<file path="src/rtl/rv_serial_pkg.sv">
// Shared definitions for the digit-serial register file family (RV32E/RV32I).
// Holds register-count presets, the FSM state type and the digit-count helper.
package rv_serial_pkg;

  localparam int REGS_RV32E = 16;
  localparam int REGS_RV32I = 32;

  typedef enum logic {
    ST_IDLE = 1'b0,
    ST_RUN  = 1'b1
  } state_e;

  // Number of clocks needed to move a whole word through a digit-wide path.
  function automatic int digit_count(input int xlen, input int digit_w);
    return xlen / digit_w;
  endfunction

endpackage

</file>
<file path="src/rtl/digit_shift_reg.sv">
// One register-file word that rotates right by DIGIT_W per enabled clock.
// The digit entering at the top is either the outgoing low digit or a load digit.
module digit_shift_reg #(
  parameter int XLEN    = 32,
  parameter int DIGIT_W = 2
) (
  input  logic               clk,
  input  logic               rst,
  input  logic               shift_en_i,
  input  logic               load_en_i,
  input  logic [DIGIT_W-1:0] load_digit_i,
  output logic [DIGIT_W-1:0] low_digit_o
);

  logic [XLEN-1:0]    word_q;
  logic [XLEN-1:0]    word_d;
  logic [DIGIT_W-1:0] top_digit;

  // NOTE: every signal assigned in always_comb gets a default first, so no latch is inferred.
  always_comb begin
    top_digit = load_en_i ? load_digit_i : word_q[DIGIT_W-1:0];
    word_d    = word_q;
    if (shift_en_i) begin
      word_d = (word_q >> DIGIT_W) | (XLEN'(top_digit) << (XLEN - DIGIT_W));
    end
  end

  // NOTE: storage of this kind is often left unreset, but reset must wipe every
  // register here (including mid-rotation), so each word takes the async reset.
  // Sequential state uses <= so all flops sample pre-edge values.
  always_ff @(posedge clk or posedge rst) begin
    if (rst) begin
      word_q <= '0;
    end else begin
      word_q <= word_d;
    end
  end

  assign low_digit_o = word_q[DIGIT_W-1:0];

endmodule

</file>
<file path="src/rtl/serial_regfile_mp.sv">
// Digit-serial register file with a built-in rotation sequencer: one start
// rotates every register once, reading two words and writing one.
module serial_regfile_mp
  import rv_serial_pkg::*;
#(
  parameter int XLEN     = 32,
  parameter int NUM_REGS = REGS_RV32E,
  parameter int DIGIT_W  = 2,
  parameter int ZERO_REG = 1
) (
  input  logic                        clk,
  input  logic                        rst,
  input  logic                        start,
  input  logic [$clog2(NUM_REGS)-1:0] rd_sel1,
  input  logic [$clog2(NUM_REGS)-1:0] rd_sel2,
  input  logic [$clog2(NUM_REGS)-1:0] wr_sel,
  input  logic                        wr_en,
  input  logic [XLEN-1:0]             wr_word,
  output logic [XLEN-1:0]             rd_word1,
  output logic [XLEN-1:0]             rd_word2,
  output logic                        busy,
  output logic                        done
);

  localparam int SEL_W = $clog2(NUM_REGS);
  localparam int N     = digit_count(XLEN, DIGIT_W);
  localparam int CNT_W = (N > 1) ? $clog2(N) : 1;
  localparam logic [CNT_W-1:0] CNT_LAST = CNT_W'(N - 1);

  if ((DIGIT_W < 1) || (DIGIT_W > XLEN) || ((XLEN % DIGIT_W) != 0)) begin : g_bad_digit_w
    $error("serial_regfile_mp: DIGIT_W=%0d must divide XLEN=%0d", DIGIT_W, XLEN);
  end

  state_e             state_q;
  logic [CNT_W-1:0]   cnt_q;
  logic [SEL_W-1:0]   rd_sel1_q;
  logic [SEL_W-1:0]   rd_sel2_q;
  logic [SEL_W-1:0]   wr_sel_q;
  logic               wr_en_q;
  logic [XLEN-1:0]    wr_buf_q;
  logic [XLEN-1:0]    cap1_q;
  logic [XLEN-1:0]    cap2_q;
  logic               busy_q;
  logic               done_q;

  logic               run;
  logic [DIGIT_W-1:0] low_digit [NUM_REGS];
  logic [DIGIT_W-1:0] rd1_digit;
  logic [DIGIT_W-1:0] rd2_digit;

  function automatic logic [XLEN-1:0] shift_in(input logic [XLEN-1:0]    word,
                                               input logic [DIGIT_W-1:0] digit);
    return (word >> DIGIT_W) | (XLEN'(digit) << (XLEN - DIGIT_W));
  endfunction

  assign run = (state_q == ST_RUN);

  // Register 0 is hard-wired to zero when ZERO_REG is set: no storage, writes vanish.
  for (genvar r = 0; r < NUM_REGS; r++) begin : g_reg
    if ((ZERO_REG != 0) && (r == 0)) begin : g_zero
      assign low_digit[r] = '0;
    end else begin : g_store
      logic wr_hit;
      assign wr_hit = wr_en_q && (wr_sel_q == SEL_W'(r));
      digit_shift_reg #(
        .XLEN    (XLEN),
        .DIGIT_W (DIGIT_W)
      ) u_word (
        .clk          (clk),
        .rst          (rst),
        .shift_en_i   (run),
        .load_en_i    (wr_hit),
        .load_digit_i (wr_buf_q[DIGIT_W-1:0]),
        .low_digit_o  (low_digit[r])
      );
    end
  end

  // Low digits are taken before the write digit enters at the top, so a read of
  // the write target sees the pre-write value.
  assign rd1_digit = low_digit[rd_sel1_q];
  assign rd2_digit = low_digit[rd_sel2_q];

  always_ff @(posedge clk or posedge rst) begin
    if (rst) begin
      state_q   <= ST_IDLE;
      cnt_q     <= '0;
      rd_sel1_q <= '0;
      rd_sel2_q <= '0;
      wr_sel_q  <= '0;
      wr_en_q   <= 1'b0;
      wr_buf_q  <= '0;
      cap1_q    <= '0;
      cap2_q    <= '0;
      busy_q    <= 1'b0;
      done_q    <= 1'b0;
    end else begin
      done_q <= 1'b0;
      case (state_q)
        ST_IDLE: begin
          if (start) begin
            rd_sel1_q <= rd_sel1;
            rd_sel2_q <= rd_sel2;
            wr_sel_q  <= wr_sel;
            wr_en_q   <= wr_en;
            wr_buf_q  <= wr_word;
            cnt_q     <= '0;
            busy_q    <= 1'b1;
            state_q   <= ST_RUN;
          end
        end
        ST_RUN: begin
          wr_buf_q <= wr_buf_q >> DIGIT_W;
          cap1_q   <= shift_in(cap1_q, rd1_digit);
          cap2_q   <= shift_in(cap2_q, rd2_digit);
          if (cnt_q == CNT_LAST) begin
            cnt_q   <= '0;
            busy_q  <= 1'b0;
            done_q  <= 1'b1;
            state_q <= ST_IDLE;
          end else begin
            cnt_q <= cnt_q + CNT_W'(1);
          end
        end
      endcase
    end
  end

  assign rd_word1 = cap1_q;
  assign rd_word2 = cap2_q;
  assign busy     = busy_q;
  assign done     = done_q;

endmodule

</file>
<file path="config.mk">
export PLATFORM = sky130hd
export DESIGN_NAME = serial_regfile_mp
export DESIGN_NICKNAME = d
export VERILOG_FILES = /design/src/rtl/rv_serial_pkg.sv /design/src/rtl/digit_shift_reg.sv /design/src/rtl/serial_regfile_mp.sv
export SDC_FILE = /design/constraint.sdc
export NUM_CORES = 1
export LEC_CHECK = 0
export CAP_MARGIN = 5
export CORE_UTILIZATION = 60
export CTS_CLUSTER_DIAMETER = 60
export DETAILED_ROUTE_END_ITERATION = 10
export PLACE_DENSITY = 0.75
export SYNTH_ARGS = -nofsm -noshare
export SYNTH_HDL_FRONTEND = slang
export SYNTH_SLANG_ARGS = --single-unit
</file>
<file path="constraint.sdc">
create_clock -name clk -period 21.4 [get_ports clk]
set_clock_uncertainty 0.05 [all_clocks]
set_input_delay 3.21 -clock clk [delete_from_list [all_inputs] [get_ports clk]]
set_output_delay 3.21 -clock clk [all_outputs]
set_load 0.02 [all_outputs]
</file>
==> summary.md <==
Drt
- Routed WL: 37030 um
- via count: 11799
- number of routed nets with antenna violations: 0
- number of search-and-repair iterations in the first detailed-routing pass: 4
- wire length per cell after detailed routing: 17.25 um
- via/cell ratio: 5.496
- DRC viols: 0
- number of design-rule violations left by the first detailed-router iteration: 634

Yosys
- ys async rst share: 100.0%
- YS warnings: 0
- register bit count reported by yosys: 596
- netlist area before placement: 23320 um^2
- Primary FF master, synth: sky130_fd_sc_hd__dfrtp_1
- synthesized instance count: 1492
- synthesized netlist net count: 1541
- mean cell area of the mapped netlist: 15.63 um^2
- proportion of synthesized chip area in sequential cells: 63.95%
- Netlist cell types: 37
- number of synthesized flops with an enable pin: 0

Worst setup path
- WP buf/inv: 4
- Crit Path Class: in -> async
- slowest stage cell on the critical path: sky130_fd_sc_hd__buf_4
- sequence of cells on the critical path: clkdlybuf4s50_1, inv_8, buf_4, buf_4
- CP most frequent cell: sky130_fd_sc_hd__buf_4
- Required @ worst endpoint: 21.97 ns
- largest driver fanout on the critical path: 135
- delay-heaviest family, CP: buffers and inverters
- minimum setup slack among reg-to-reg paths: 17.72 ns
- largest incremental delay on the critical path: 0.84 ns
- capturing element type of the critical path: async pin
- CP Launch Type: primary input
- endpoint arrival time on the critical path: 6.22 ns

Power and ir drop
- share of power burned in registers: 48.2%
- Combinational Power Share: 25.4%
- power density relative to cell area: 142.7 nW/um^2
- worst IR drop on VDD: 0.08121 mV
- post-layout power: 0.003786 W
- static leakage power: 12.90 nW
- fraction of power spent switching nets: 28.30%
- switching pwr: 0.001071 W
- Cell Int Power: 0.002715 W
- Clk pwr share: 26.4%

Placed design
- Port-buffer cells: 113
- hpwl dp: 21940 um
- RD Place Congestion: 0.7921
- # placed instances: 2043
- Placement Setup Slack: 15.00 ns

Final layout
- Non-Filler Instances: 2147
- post-layout net count: 1642
- antenna diode count: 0
- most used cells in the layout excluding fill and tap cells: 595 x sky130_fd_sc_hd__dfrtp_1, 527 x sky130_fd_sc_hd__mux2_2, 112 x sky130_fd_sc_hd__clkdlybuf4s50_1, 75 x sky130_fd_sc_hd__mux2i_1, 60 x sky130_fd_sc_hd__clkbuf_16
- number of fill cells in the layout: 2631
- layout cells sized above 1: 38.51%
- leading cell type in the layout, fill and taps excluded: sky130_fd_sc_hd__dfrtp_1
- area growth from synthesis to final layout: 13.78%

Timing
- tightest slew margin relative to the limit: 24.50%
- Max Clk Rate: 177.2 MHz
- Period minus WS final: 5.644 ns
- portion of the clock cycle consumed by the worst path in the final layout: 26.37%
- final number of max-transition violations: 0
- hold violation total from the final report: 0
- Setup violations, final: 0
- fin worst setup slack: 15.76 ns
- unrepaired setup endpoints after global routing: false
- Total Negative Setup Slacks: 0 ns
- slew at the pin with the worst max-slew slack: 1.132 ns

Clocking
- post-cts resize count: 0
- Clk Tree Root Cell: sky130_fd_sc_hd__clkbuf_16
- count of clock tree sinks: 596
- H-Tree Depth: 2
- maximum root-to-sink buffer count: 3
- count of hold-fix buffers inserted at cts: 0
- count of buffers added by post-CTS timing repair for setup: 0
- clock input transition at the sequential cells of the worst setup and hold paths: 0.06 ns
- clk_lat worst skew: 0.61 ns
- TritonCTS clock tree: yes
- number of buffers created by CTS: 59

Global route
- number of antenna violations at the first check in global routing: 0
- remaining global-route overflow: 0
- Tot GR Track Use: 19.79%
- maximum number of pins on one net before global-route repair: 224
- first-pass GRT wire length: 62530 um
- number of global-route vias before repair: 12375

Floorplanning
- die width: 199.2 um
- floorplan row count: 71
- die boundary height: 199.2 um
- I/O Pins: 114
- Initial Utilization: 61.48%
- area of the die: 39660 um^2
- core region area: 37930 um^2

Job
- max-capacitance violation count: 0

Run status
- outcome: finished, final reports clean

Min path
- Worst Hold Class: reg -> reg

-- worst register-to-register path, cell delays in order (launching register included) --
cell and delay (ns):
sky130_fd_sc_hd__dfrtp_4 1.00, sky130_fd_sc_hd__buf_4 0.96, sky130_fd_sc_hd__buf_12 0.80, sky130_fd_sc_hd__nand2_1 0.35
sky130_fd_sc_hd__a221oi_1 0.25, sky130_fd_sc_hd__o21ai_1 0.12, sky130_fd_sc_hd__nand3_1 0.10
-- logic make-up (layout without fill, tap and decap cells) --
| family | Yosys count | count (layout) | share of synthesized area [%] |
|---|---|---|---|
| multiplexers | 609 | 609 | 29.31 |
| flip-flops | 596 | 596 | 63.95 |
| AND/OR/NAND/NOR | 110 | 110 | 2.119 |
| buffers and inverters | 91 | 235 | 2.484 |
| AO/OA/AOI/OAI | 84 | 84 | 2.044 |
| adder cells (fa/ha/maj) | 1 | 1 | 0.05364 |
| XOR/XNOR | 1 | 1 | 0.03756 |
-- cell type report --
class / count / area, um^2 / area share [%]
repair buffers: 125 / 1229 / 4.631
clock buffers: 91 / 1708 / 6.437
inverters: 6 / 30.03 / 0.1132
multi-input cells: 805 / 7828 / 29.50
well taps: 511 / 639.4 / 2.410
flip-flops and latches: 596 / 14920 / 56.22
clock inverters: 13 / 182.7 / 0.6885
-- stage by stage --
step	utilization [%]	hold slack, ns	area (um^2)
after floorplan	-	0.4023	23320
after global placement	64.97	0.4141	24640
after detailed placement	64.97	0.4195	24640
after CTS	69.95	0.4340	26530
after global routing	69.95	0.4516	26530
final	69.95	0.4317	26530
-- per-layer routing --
| layer | global-route usage, % | part of all wire, % | vias up |
|---|---|---|---|
| li1 | - | - | 5496 |
| met2 | 30.67 | 46 | 189 |
| met5 | 0 | 0 | - |
| met4 | 6.610 | 1.8 | 0 |
| met1 | 28.68 | 47 | 6064 |
| met3 | 3.274 | 4.5 | 50 |
-- final timing paths --
kind,from,end,cells past startpoint
max,rst,g_reg[11].g_store.u_word.word_q[11],4
min,g_reg[4].g_store.u_word.word_q[6],g_reg[4].g_store.u_word.word_q[4],1
max reg2reg,run,rd_word1[30],6
min reg2reg,g_reg[4].g_store.u_word.word_q[6],g_reg[4].g_store.u_word.word_q[4],1
max in group clk,rd_word1[31],rd_word1[31],1
min in group asynchronous,rst,g_reg[7].g_store.u_word.word_q[13],2
-- registers in the layout, indices dropped and copies added (netlist names), 4 cells and up --
register / flops
g.g_store.u_word.word_q: 480
rd_sel1_q: 4
cnt_q: 4
wr_buf_q: 32
rd_word2: 32
rd_sel2_q: 4
wr_sel_q: 4
rd_word1: 32
-- cell usage after synthesis, drive strengths merged (3+ instances only) --
cell type,count,area (um^2)
nand2b,9,56.30
mux2i,75,750.7
o21ai,35,175.2
dfrtp,596,14910
a21oi,31,155.2
clkbuf,9,33.78
mux4,6,138.9
a221o,4,40.04
a31oi,4,25.02
or3,3,18.77
nand3,4,20.02
nor2,44,165.2
nor2b,5,31.28
inv,6,22.52
buf,76,523.0
mux2,528,5946
nand2,37,138.9
-- power groups by stage --
| stage | logic (W) | clock network (W) | registers, W |
|---|---|---|---|
| final | 0.000961 | 0.00100 | 0.00182 |
| after global routing | 0.00105 | 0.00107 | 0.00189 |
| after CTS | 0.000976 | 0.00103 | 0.00183 |
| after detailed placement | 0.000966 | 0 | 0.00184 |
| after global placement | 0.000934 | 0 | 0.00182 |
| after floorplan | 0.000750 | 0 | 0.00179 |
Note: power is estimated with default switching activity, not from simulation.
